==> config.mk <==
export PLATFORM = sky130hd
export DESIGN_NAME = if_fetch_unit
export DESIGN_NICKNAME = d
export VERILOG_FILES = /design/src/rtl/if_fetch_unit.sv
export SDC_FILE = /design/constraint.sdc
export NUM_CORES = 1
export LEC_CHECK = 0
export BUFFER_PORTS_ARGS = -buffer_cell sky130_fd_sc_hd__buf_2
export CAP_MARGIN = 15
export CORE_AREA = 2 2 84 103
export DETAILED_ROUTE_END_ITERATION = 8
export DIE_AREA = 0 0 86 105
export HOLD_SLACK_MARGIN = 0.05
export PLACE_DENSITY = 0.91
export SETUP_SLACK_MARGIN = 0.3
export SYNTH_ARGS = -nofsm -noshare
export SYNTH_HDL_FRONTEND = slang
export SYNTH_SLANG_ARGS = --single-unit
==> constraint.sdc <==
create_clock -name clk -period 4.5 [get_ports clk]
set_input_delay 1.125 -clock clk [delete_from_list [all_inputs] [get_ports clk]]
set_output_delay 1.125 -clock clk [all_outputs]
set_load 0.02 [all_outputs]
==> src/rtl/if_fetch_unit.sv <==
// Instruction fetch unit: keeps at most one memory request in flight and holds
// the fetched word for the decoder. Redirects flush the held word and drain stale responses.
module if_fetch_unit #(
    parameter logic [31:0] RESET_PC = 32'h0000_0000
) (
    input  logic        clk,
    input  logic        rst,
    input  logic        PC_Write,
    input  logic        redirect,
    input  logic [31:0] redirect_pc,
    output logic        imem_req,
    output logic [31:0] imem_addr,
    input  logic        imem_ready,
    input  logic        imem_rvalid,
    input  logic [31:0] imem_rdata,
    output logic [31:0] pc_out,
    output logic [31:0] instruction_out,
    output logic        fetch_valid
);

    localparam int unsigned XLEN = 32;
    localparam logic [XLEN-1:0] NOP_INSN = 32'h0000_0013;
    localparam logic [XLEN-1:0] WORD_MASK = 32'hFFFF_FFFC;

    typedef enum logic [1:0] {
        FETCH = 2'd0,
        WAIT  = 2'd1,
        HOLD  = 2'd2,
        DRAIN = 2'd3
    } state_e;

    state_e          state_q, state_d;
    logic [XLEN-1:0] pc_q, pc_d;
    logic [XLEN-1:0] pc_out_q, pc_out_d;
    logic [XLEN-1:0] instr_q, instr_d;
    logic            valid_q, valid_d;
    logic            req_q, req_d;

    // Next-state and output computation; redirect outranks every other event.
    always_comb begin
        state_d  = state_q;
        pc_d     = pc_q;
        pc_out_d = pc_out_q;
        instr_d  = instr_q;
        valid_d  = valid_q;

        if (redirect) begin
            pc_d    = redirect_pc & WORD_MASK;
            valid_d = 1'b0;
            instr_d = NOP_INSN;
            unique case (state_q)
                FETCH:   state_d = imem_ready  ? DRAIN : FETCH;
                WAIT:    state_d = imem_rvalid ? FETCH : DRAIN;
                HOLD:    state_d = FETCH;
                DRAIN:   state_d = imem_rvalid ? FETCH : DRAIN;
                default: state_d = FETCH;
            endcase
        end else begin
            unique case (state_q)
                FETCH: begin
                    if (imem_ready) state_d = WAIT;
                end
                WAIT: begin
                    if (imem_rvalid) begin
                        instr_d  = imem_rdata;
                        pc_out_d = pc_q;
                        valid_d  = 1'b1;
                        state_d  = HOLD;
                    end
                end
                HOLD: begin
                    if (PC_Write) begin
                        valid_d = 1'b0;
                        pc_d    = pc_q + XLEN'(4);
                        state_d = FETCH;
                    end
                end
                DRAIN: begin
                    if (imem_rvalid) state_d = FETCH;
                end
                default: state_d = FETCH;
            endcase
        end

        req_d = (state_d == FETCH);
    end

    always_ff @(posedge clk) begin
        if (rst) begin
            state_q  <= FETCH;
            pc_q     <= RESET_PC;
            pc_out_q <= '0;
            instr_q  <= NOP_INSN;
            valid_q  <= 1'b0;
            req_q    <= 1'b1;
        end else begin
            state_q  <= state_d;
            pc_q     <= pc_d;
            pc_out_q <= pc_out_d;
            instr_q  <= instr_d;
            valid_q  <= valid_d;
            req_q    <= req_d;
        end
    end

    assign imem_req        = req_q;
    assign imem_addr       = pc_q;
    assign pc_out          = pc_out_q;
    assign instruction_out = instr_q;
    assign fetch_valid     = valid_q;

endmodule

==> impl_metrics.xml, run 1 <==
<?xml version="1.0" encoding="UTF-8"?>
<metrics>
  <group name="critical_path">
    <metric name="worstPathMaxFanout" unit="">34</metric>
    <metric name="worstPathRequired" unit="ps">4720</metric>
    <metric name="critical-path-max-stage-delay" unit="ps">630</metric>
    <metric name="critical_path.top_delay_family" unit="">simple AND/OR/NAND/NOR gates</metric>
    <metric name="setup.worst_path.end_class" unit="">flop</metric>
    <metric name="cp.arrival" unit="ps">2700</metric>
    <metric name="critical_path.slowest_cell" unit="">nand2_1</metric>
    <metric name="crit_path_start_kind" unit="">input port</metric>
    <metric name="timing.setup.critical_path_class" unit="">in2reg</metric>
    <metric name="cells_along_the_critical_path" unit="">buf_2 &gt; and3b_1 &gt; buf_4 &gt; nand2_1 &gt; nand2_1 &gt; a21oi_1</metric>
    <metric name="path_buf_inv" unit="">2</metric>
    <metric name="critical_path.most_common_cell" unit="">nand2_1</metric>
  </group>
  <group name="synth">
    <metric name="yosys.area_share.simple" unit="">0.280</metric>
    <metric name="postSynth.asyncResetShare" unit="">0</metric>
    <metric name="yosysUniqueCellTypes" unit="">47</metric>
    <metric name="muxShareOfSynthArea" unit="">0.00980</metric>
    <metric name="number_of_instances_in_the_synthesized_netlist" unit="">503</metric>
    <metric name="synth_enable_flop_cells" unit="">0</metric>
    <metric name="yosys_register_bits" unit="">96</metric>
    <metric name="synth.cell_area" unit="sq mm">0.00408</metric>
    <metric name="postSynthAreaPerCell" unit="sq um">8.12</metric>
    <metric name="synth_adder_area_share" unit="">0.00306</metric>
    <metric name="synth_xor_xnor_area_share" unit="">0.0579</metric>
    <metric name="yosysSeqAreaShare" unit="">0.471</metric>
    <metric name="synth_top_family_by_area" unit="">simple AND/OR/NAND/NOR gates</metric>
    <metric name="synth-compound-area-share" unit="">0.132</metric>
    <metric name="ys.flop_type" unit="">dfxtp_1</metric>
    <metric name="synth.yosys.warnings" unit="">0</metric>
  </group>
  <group name="place">
    <metric name="post-dp-hpwl" unit="mm">7.43</metric>
    <metric name="numPortBuffers" unit="">161</metric>
    <metric name="place_inst" unit="">729</metric>
    <metric name="place.gp.congestion" unit="">0.800</metric>
  </group>
  <group name="drt">
    <metric name="drt-total-wl" unit="mm">10.4</metric>
    <metric name="initialDrtViolationCount" unit="">184</metric>
    <metric name="drc_errors" unit="">0</metric>
    <metric name="vias" unit="">3944</metric>
    <metric name="detail_route.vias_per_cell" unit="">5.29</metric>
    <metric name="drtPass1Iterations" unit="">4</metric>
    <metric name="route.detailed.wl_per_inst" unit="um">13.9</metric>
    <metric name="antenna_left" unit="">0</metric>
  </group>
  <group name="power_and_ir_drop">
    <metric name="power.total" unit="uW">1800</metric>
    <metric name="powerDensity" unit="mW/mm^2">349</metric>
    <metric name="vdd_drop_max" unit="mV">0.225</metric>
    <metric name="static-leakage-power" unit="uW">0.00223</metric>
  </group>
  <group name="clocking">
    <metric name="cts-root-buf" unit="">clkbuf_8</metric>
    <metric name="cts.reportedPaths.clkPinSlew" unit="ps">80</metric>
    <metric name="post-cts-setup-buffers" unit="">0</metric>
    <metric name="tritoncts_clock_tree" unit="">yes</metric>
    <metric name="cts_made_buffers" unit="">9</metric>
    <metric name="worstSkewPairLatency" unit="ps">370</metric>
    <metric name="max-clock-path-buffers" unit="">2</metric>
    <metric name="post_cts_hold_fix_bufs" unit="">0</metric>
    <metric name="post_cts_resized" unit="">0</metric>
    <metric name="cts_num_sinks" unit="">96</metric>
    <metric name="htree_levels" unit="">3</metric>
  </group>
  <group name="timing">
    <metric name="post-route-period-util" unit="">0.551</metric>
    <metric name="timing_worst_slew_pin_value" unit="ps">951</metric>
    <metric name="timing.final.setup_violations" unit="">0</metric>
    <metric name="post_layout_min_period" unit="ps">2480</metric>
    <metric name="maxSlewHeadroom" unit="">0.365</metric>
    <metric name="hold_ws" unit="ps">453</metric>
    <metric name="fin_setup_tns" unit="ps">0</metric>
    <metric name="setup_repair_after_global_routing_missed_its_margin" unit="">false</metric>
    <metric name="slew_violations" unit="">0</metric>
    <metric name="finClkSkew" unit="ps">10.6</metric>
    <metric name="achievable-frequency" unit="MHz">403</metric>
    <metric name="final-hold-violation-count" unit="">0</metric>
  </group>
  <group name="die">
    <metric name="design.portCount" unit="">168</metric>
    <metric name="floorplan.initialDensity" unit="">0.512</metric>
    <metric name="fp.dieW" unit="um">86</metric>
    <metric name="die_y" unit="um">105</metric>
    <metric name="rows" unit="">36</metric>
    <metric name="floorplan.die_area" unit="sq mm">0.00903</metric>
    <metric name="core" unit="sq mm">0.00797</metric>
  </group>
  <group name="layout">
    <metric name="fin_nets" unit="">717</metric>
    <metric name="most_common_library_cell_in_the_layout_ignoring_fill_and_taps" unit="">buf_2</metric>
    <metric name="multi_input_combinational_cell_area" unit="sq mm">0.00199</metric>
    <metric name="seq_area" unit="sq mm">0.00192</metric>
    <metric name="areaGrowthSynthToFinish" unit="%">26.1</metric>
    <metric name="commonest_cells_after_routing_fill_and_taps_aside" unit="">buf_2 (161), nand2_1 (144), dfxtp_1 (96), a21oi_1 (71), nor2_1 (36)</metric>
    <metric name="fillerInstances" unit="">660</metric>
    <metric name="drive_above_1_share" unit="">0.306</metric>
    <metric name="final-instance-count-excl-fill" unit="">746</metric>
    <metric name="diodes" unit="">0</metric>
  </group>
  <group name="global_route">
    <metric name="overflow" unit="">0</metric>
    <metric name="first_global_vias" unit="">3718</metric>
    <metric name="grt.total_usage" unit="">0.229</metric>
    <metric name="grt_antenna_before_repair" unit="">0</metric>
    <metric name="grt_pass1_wl" unit="mm">16.7</metric>
    <metric name="grt_max_degree" unit="">64</metric>
  </group>
  <group name="status">
    <metric name="outcome" unit="">finished, final reports clean</metric>
  </group>
  <group name="worst_hold_path">
    <metric name="hold_path_class" unit="">reg2reg</metric>
  </group>
  <group name="flow_run">
    <metric name="timing.max_cap.violations" unit="">0</metric>
  </group>
</metrics>
## path summary, 6_finish.rpt
kind	startpoint	to	slack [ps]	depth (start not counted)
setup / recovery	imem_rvalid	pc_out[15]	2020	6
hold / removal	pc_out[25]	pc_out[25]	450	2
setup reg to reg	state_q[0]	pc_out[15]	2370	5
hold reg to reg	pc_out[25]	pc_out[25]	450	2
## cells in the mapped netlist, types with 2 or more instances
cell	n	area (sq um)
a21oi_1	71	355
xnor2_1	13	114
nand3_1	15	75.1
inv_1	3	11.3
xor2_1	14	123
nor3_1	3	15.0
nand4_1	7	43.8
o21bai_1	2	15.0
nor2_1	37	139
dfxtp_1	96	1920
nand2_1	144	541
buf_1	2	7.51
nand4_4	2	42.5
a211oi_1	12	90.1
nor4_1	4	25.0
nor4_2	2	25.0
nor3b_1	2	15.0
nand3b_1	2	15.0
nor3_2	3	30.0
buf_4	4	30.0
clkbuf_1	28	105
buf_6	2	22.5
and3_1	5	31.3
a211oi_2	4	50.1
mux2i_1	4	40.0
## kinds of logic (layout without fill, tap and decap cells)
| family | after synthesis | after routing |
|---|---|---|
| flops | 96 | 96 |
| mux | 4 | 4 |
| buf+inv | 41 | 186 |
| compound gates | 93 | 93 |
| simple gates | 240 | 240 |
| fa+ha+maj | 1 | 1 |
| xor+xnor | 27 | 27 |
| other cells | 1 | 4 |
## layout make-up
| cell class | instances | area share |
|---|---|---|
| well taps | 95 | 0.0231 |
| inverters | 4 | 0.00291 |
| repair buffers | 166 | 0.165 |
| flip-flops and latches | 96 | 0.373 |
| clock inverters | 5 | 0.0199 |
| clock buffers | 11 | 0.0294 |
| multi-input cells | 369 | 0.386 |
## power breakdown
group | internal [uW] | switching [uW] | total [uW] | leakage, uW
logic | 73.4 | 117 | 190 | 0.00133
clock network | 398 | 293 | 692 | 0.000126
registers | 876 | 37.6 | 914 | 0.000782
total | 1350 | 448 | 1800 | 0.00223
## metrics by stage
step / util / instance area, sq um / worst slack (ps)
after CTS: 0.644 / 5140 / 1940
after global routing: 0.646 / 5150 / 1830
after global placement: 0.612 / 4880 / 1650
after floorplan: - / 4100 / 2160
after detailed placement: 0.612 / 4880 / 1540
final: 0.646 / 5150 / 2020
## worst min-delay path: cells and delay by family, from the launching register on
kind | cells | cell delay (ps)
DFF | 1 | 310
and+or+nand+nor | 1 | 50
AOI/OAI and AO/OA | 1 | 50
## sequential cells by signal, indices dropped and copies added, names as in the netlist
name             cells
imem_addr           30
imem_req             1
pc_out              30
fetch_valid          1
instruction_out     32
state_q              2
## metal layers
layer	global-route usage	vias to the layer above	wire (um)
met5	0	-	0
met4	0.0907	0	212
met3	0.0758	19	780
met2	0.389	141	5100
met1	0.262	1820	4280
li1	-	1964	-
No activity file was read; power rests on OpenSTA's default activity.
==> run 2: changes to the inputs <==
--- a/config.mk
+++ b/config.mk
@@ -5,13 +5,14 @@
 export SDC_FILE = /design/constraint.sdc
 export NUM_CORES = 1
 export LEC_CHECK = 0
+export ABC_AREA = 1
 export BUFFER_PORTS_ARGS = -buffer_cell sky130_fd_sc_hd__buf_2
 export CAP_MARGIN = 15
-export CORE_AREA = 2 2 84 103
+export CORE_AREA = 2 2 95 115
 export DETAILED_ROUTE_END_ITERATION = 8
-export DIE_AREA = 0 0 86 105
+export DIE_AREA = 0 0 97 117
 export HOLD_SLACK_MARGIN = 0.05
-export PLACE_DENSITY = 0.91
+export PLACE_DENSITY = 0.81
 export SETUP_SLACK_MARGIN = 0.3
 export SYNTH_ARGS = -nofsm -noshare
 export SYNTH_HDL_FRONTEND = slang
==> constraint.sdc (replaced) <==
create_clock -name clk -period 2.19 [get_ports clk]
set_input_delay 0.5475 -clock clk [delete_from_list [all_inputs] [get_ports clk]]
set_output_delay 0.5475 -clock clk [all_outputs]
set_load 0.02 [all_outputs]
==> run 2 against run 1 <==
  * Clock skew down 3.9 ps
  * Non-clock buffer count up 8
  * Synthesized area up 7.7%
  * Die area up 26%
  * First-iteration DRC count up 42%
  * Via count up 18%
  * Clock power up 120%
  * Power up 120%
  * Combinational power rose to 2.9 times the previous value
  * Final cell count up 24%
==> impl_metrics.xml, run 2 <==
<?xml version="1.0" encoding="UTF-8"?>
<metrics>
  <group name="drt">
    <metric name="initialDrtViolationCount" unit="">261</metric>
    <metric name="detail_route.vias_per_cell" unit="">5.03</metric>
    <metric name="drtPass1Iterations" unit="">5</metric>
    <metric name="drt-total-wl" unit="mm">12.9</metric>
    <metric name="drc_errors" unit="">0</metric>
    <metric name="antenna_left" unit="">0</metric>
    <metric name="vias" unit="">4641</metric>
    <metric name="route.detailed.wl_per_inst" unit="um">13.9</metric>
  </group>
  <group name="synth">
    <metric name="synth.cell_area" unit="sq mm">0.00440</metric>
    <metric name="muxShareOfSynthArea" unit="">0</metric>
    <metric name="yosysSeqAreaShare" unit="">0.437</metric>
    <metric name="yosysTopAreaCell" unit="">dfxtp_1</metric>
    <metric name="synth-compound-area-share" unit="">0.169</metric>
    <metric name="synth_enable_flop_cells" unit="">0</metric>
    <metric name="synth_top_family_by_area" unit="">simple AND/OR/NAND/NOR gates</metric>
    <metric name="number_of_instances_in_the_synthesized_netlist" unit="">634</metric>
    <metric name="yosysUniqueCellTypes" unit="">30</metric>
    <metric name="synth_common_cells" unit="">nor2_1 (113), nand2_1 (112), dfxtp_1 (96)</metric>
    <metric name="synth.top_cell.area_share" unit="">0.437</metric>
    <metric name="ys.flop_type" unit="">dfxtp_1</metric>
    <metric name="synth_xor_xnor_area_share" unit="">0.0120</metric>
    <metric name="postSynth.asyncResetShare" unit="">0</metric>
    <metric name="postSynthAreaPerCell" unit="sq um">6.93</metric>
    <metric name="post_synth_main_area_contributors" unit="">dfxtp_1 (44%), nor2_1 (9.6%), nand2_1 (9.6%)</metric>
    <metric name="yosys.area_share.simple" unit="">0.289</metric>
    <metric name="yosys_register_bits" unit="">96</metric>
    <metric name="post-synth-top-count-cell" unit="">nor2_1</metric>
    <metric name="synth.yosys.warnings" unit="">0</metric>
    <metric name="synth_adder_area_share" unit="">0.00285</metric>
  </group>
  <group name="layout">
    <metric name="most_common_library_cell_in_the_layout_ignoring_fill_and_taps" unit="">buf_2</metric>
    <metric name="commonest_cells_after_routing_fill_and_taps_aside" unit="">buf_2 (161), nor2_1 (113), nand2_1 (112), dfxtp_1 (96), o21ai_0 (80)</metric>
    <metric name="diodes" unit="">0</metric>
    <metric name="final-instance-count-excl-fill" unit="">923</metric>
    <metric name="areaGrowthSynthToFinish" unit="%">27.3</metric>
    <metric name="largest_register_ff_count" unit="">32</metric>
    <metric name="fillerInstances" unit="">1054</metric>
    <metric name="fin_nets" unit="">860</metric>
    <metric name="fin_util" unit="">0.543</metric>
    <metric name="drive_above_1_share" unit="">0.268</metric>
  </group>
  <group name="clocking">
    <metric name="tritoncts_clock_tree" unit="">yes</metric>
    <metric name="max-clock-path-buffers" unit="">2</metric>
    <metric name="worstSkewPairLatency" unit="ps">340</metric>
    <metric name="cts.reportedPaths.clkPinSlew" unit="ps">70</metric>
    <metric name="cts-root-buf" unit="">clkbuf_16</metric>
    <metric name="cts_num_sinks" unit="">96</metric>
    <metric name="post_cts_hold_fix_bufs" unit="">0</metric>
    <metric name="post_cts_resized" unit="">0</metric>
    <metric name="cts_made_buffers" unit="">9</metric>
    <metric name="htree_levels" unit="">3</metric>
    <metric name="post-cts-setup-buffers" unit="">0</metric>
  </group>
  <group name="timing">
    <metric name="achievable-frequency" unit="MHz">580</metric>
    <metric name="post_layout_min_period" unit="ps">1720</metric>
    <metric name="finClkSkew" unit="ps">6.65</metric>
    <metric name="post-route-period-util" unit="">0.787</metric>
    <metric name="fin_setup_tns" unit="ps">0</metric>
    <metric name="final-hold-violation-count" unit="">0</metric>
    <metric name="timing.final.setup_violations" unit="">0</metric>
    <metric name="setup_repair_after_global_routing_missed_its_margin" unit="">false</metric>
    <metric name="slew_violations" unit="">0</metric>
    <metric name="hold_ws" unit="ps">412</metric>
  </group>
  <group name="die">
    <metric name="core" unit="sq mm">0.0103</metric>
    <metric name="floorplan.initialDensity" unit="">0.426</metric>
    <metric name="fp.dieW" unit="um">97</metric>
    <metric name="die_y" unit="um">117</metric>
    <metric name="floorplan.die_area" unit="sq mm">0.0113</metric>
    <metric name="rows" unit="">41</metric>
    <metric name="design.portCount" unit="">168</metric>
  </group>
  <group name="critical_path">
    <metric name="worst_flop_to_flop_path_startpoint" unit="">imem_addr[3]</metric>
    <metric name="crit_path_start_kind" unit="">flop</metric>
    <metric name="worstReg2RegEnd" unit="">imem_addr[16]</metric>
    <metric name="r2r.worst_path.cells" unit="">8</metric>
    <metric name="worstPathMaxFanout" unit="">6</metric>
    <metric name="timing.setup.critical_path_class" unit="">reg2reg</metric>
    <metric name="r2r_slack" unit="ps">470</metric>
    <metric name="setup.worst_path.end_class" unit="">flop</metric>
    <metric name="cp.arrival" unit="ps">2000</metric>
    <metric name="worstPathRequired" unit="ps">2460</metric>
  </group>
  <group name="power_and_ir_drop">
    <metric name="power.total" unit="uW">3950</metric>
    <metric name="seq_power_share" unit="">0.481</metric>
    <metric name="powerDensity" unit="mW/mm^2">706</metric>
    <metric name="vdd_drop_max" unit="mV">0.402</metric>
    <metric name="p_int" unit="uW">2880</metric>
    <metric name="switching_power" unit="uW">1070</metric>
    <metric name="pwr-share-clk" unit="">0.381</metric>
    <metric name="sw_frac_of_total" unit="">0.271</metric>
    <metric name="comb_power_share" unit="">0.138</metric>
    <metric name="static-leakage-power" unit="uW">0.00266</metric>
  </group>
  <group name="place">
    <metric name="place.gp.congestion" unit="">0.955</metric>
    <metric name="post-dp-hpwl" unit="mm">9.56</metric>
    <metric name="numPortBuffers" unit="">161</metric>
    <metric name="place_inst" unit="">907</metric>
  </group>
  <group name="status">
    <metric name="outcome" unit="">finished, final reports clean</metric>
  </group>
  <group name="global_route">
    <metric name="overflow" unit="">0</metric>
    <metric name="first_global_vias" unit="">4270</metric>
    <metric name="grt_max_degree" unit="">58</metric>
    <metric name="grt_antenna_before_repair" unit="">1</metric>
    <metric name="grt_pass1_wl" unit="mm">20.6</metric>
    <metric name="grt.total_usage" unit="">0.227</metric>
  </group>
  <group name="worst_hold_path">
    <metric name="min_delay_worst_endpoint" unit="">instruction_out[0]</metric>
    <metric name="hold_path_class" unit="">in2reg</metric>
    <metric name="worst_hold_path.num_cells" unit="">3</metric>
    <metric name="worstHoldStart" unit="">imem_rdata[0]</metric>
  </group>
  <group name="flow_run">
    <metric name="timing.max_cap.violations" unit="">0</metric>
  </group>
</metrics>
-- run 2: cell type report --
| type | instances | area [sq um] | share of cell area |
|---|---|---|---|
| multi-input combinational | 451 | 2100 | 0.375 |
| sequential | 96 | 1920 | 0.343 |
| timing repair buffer | 174 | 916 | 0.164 |
| clock buffer | 14 | 274 | 0.0490 |
| inverter | 57 | 214 | 0.0382 |
| tap | 129 | 161 | 0.0288 |
| clock inverter | 2 | 12.5 | 0.00224 |
-- run 2: worst max-delay path, stage by stage, from the launching register on --
cell     delay, ps
dfxtp_1        430
ha_1           220
nand2_2        100
nor2_4         150
nand3_1        160
nor2_2         240
xor2_1         170
nand2_1         70
a21oi_1        120
-- run 2: metrics by stage --
stage	setup WS, ps	area [sq um]
2_1_floorplan	659	4410
3_3_place_gp	497	5310
3_5_place_dp	479	5310
4_1_cts	483	5600
5_1_grt	307	5600
6_report	466	5600
-- run 2: metal layers --
layer / vias up / track usage / routed length [um] / part of all wire
li1: 2358 / - / - / -
met1: 2060 / 0.259 / 5250 / 0.41
met2: 193 / 0.404 / 6270 / 0.49
met3: 28 / 0.0594 / 1040 / 0.081
met4: 2 / 0.0977 / 275 / 0.021
met5: - / 0 / 13 / 0.0010
-- run 2: logic make-up after synthesis --
family | Yosys count
fa+ha+maj | 1
other cells | 1
flops | 96
compound gates | 145
simple gates | 295
buf+inv | 90
xor+xnor | 6
-- run 2: power groups by stage --
stage / logic, uW / registers (uW) / clock network, uW
floorplan: 251 / 2010 / 0
global placement: 542 / 1930 / 0
detailed placement: 547 / 1940 / 0
CTS: 550 / 1900 / 1540
global route: 603 / 1910 / 1610
finish: 545 / 1900 / 1510
-- run 2: worst max-delay path by stage --
| stage | from | endpoint | slack (ps) | cells past startpoint |
|---|---|---|---|---|
| after floorplan | imem_addr[3] | imem_addr[30] | 660 | 8 |
| after global placement | PC_Write | imem_addr[11] | 500 | 9 |
| after detailed placement | PC_Write | imem_addr[11] | 480 | 9 |
| after CTS | imem_addr[3] | imem_addr[30] | 480 | 9 |
| after global routing | imem_addr[3] | imem_addr[16] | 310 | 8 |
| final | imem_addr[3] | imem_addr[16] | 470 | 8 |
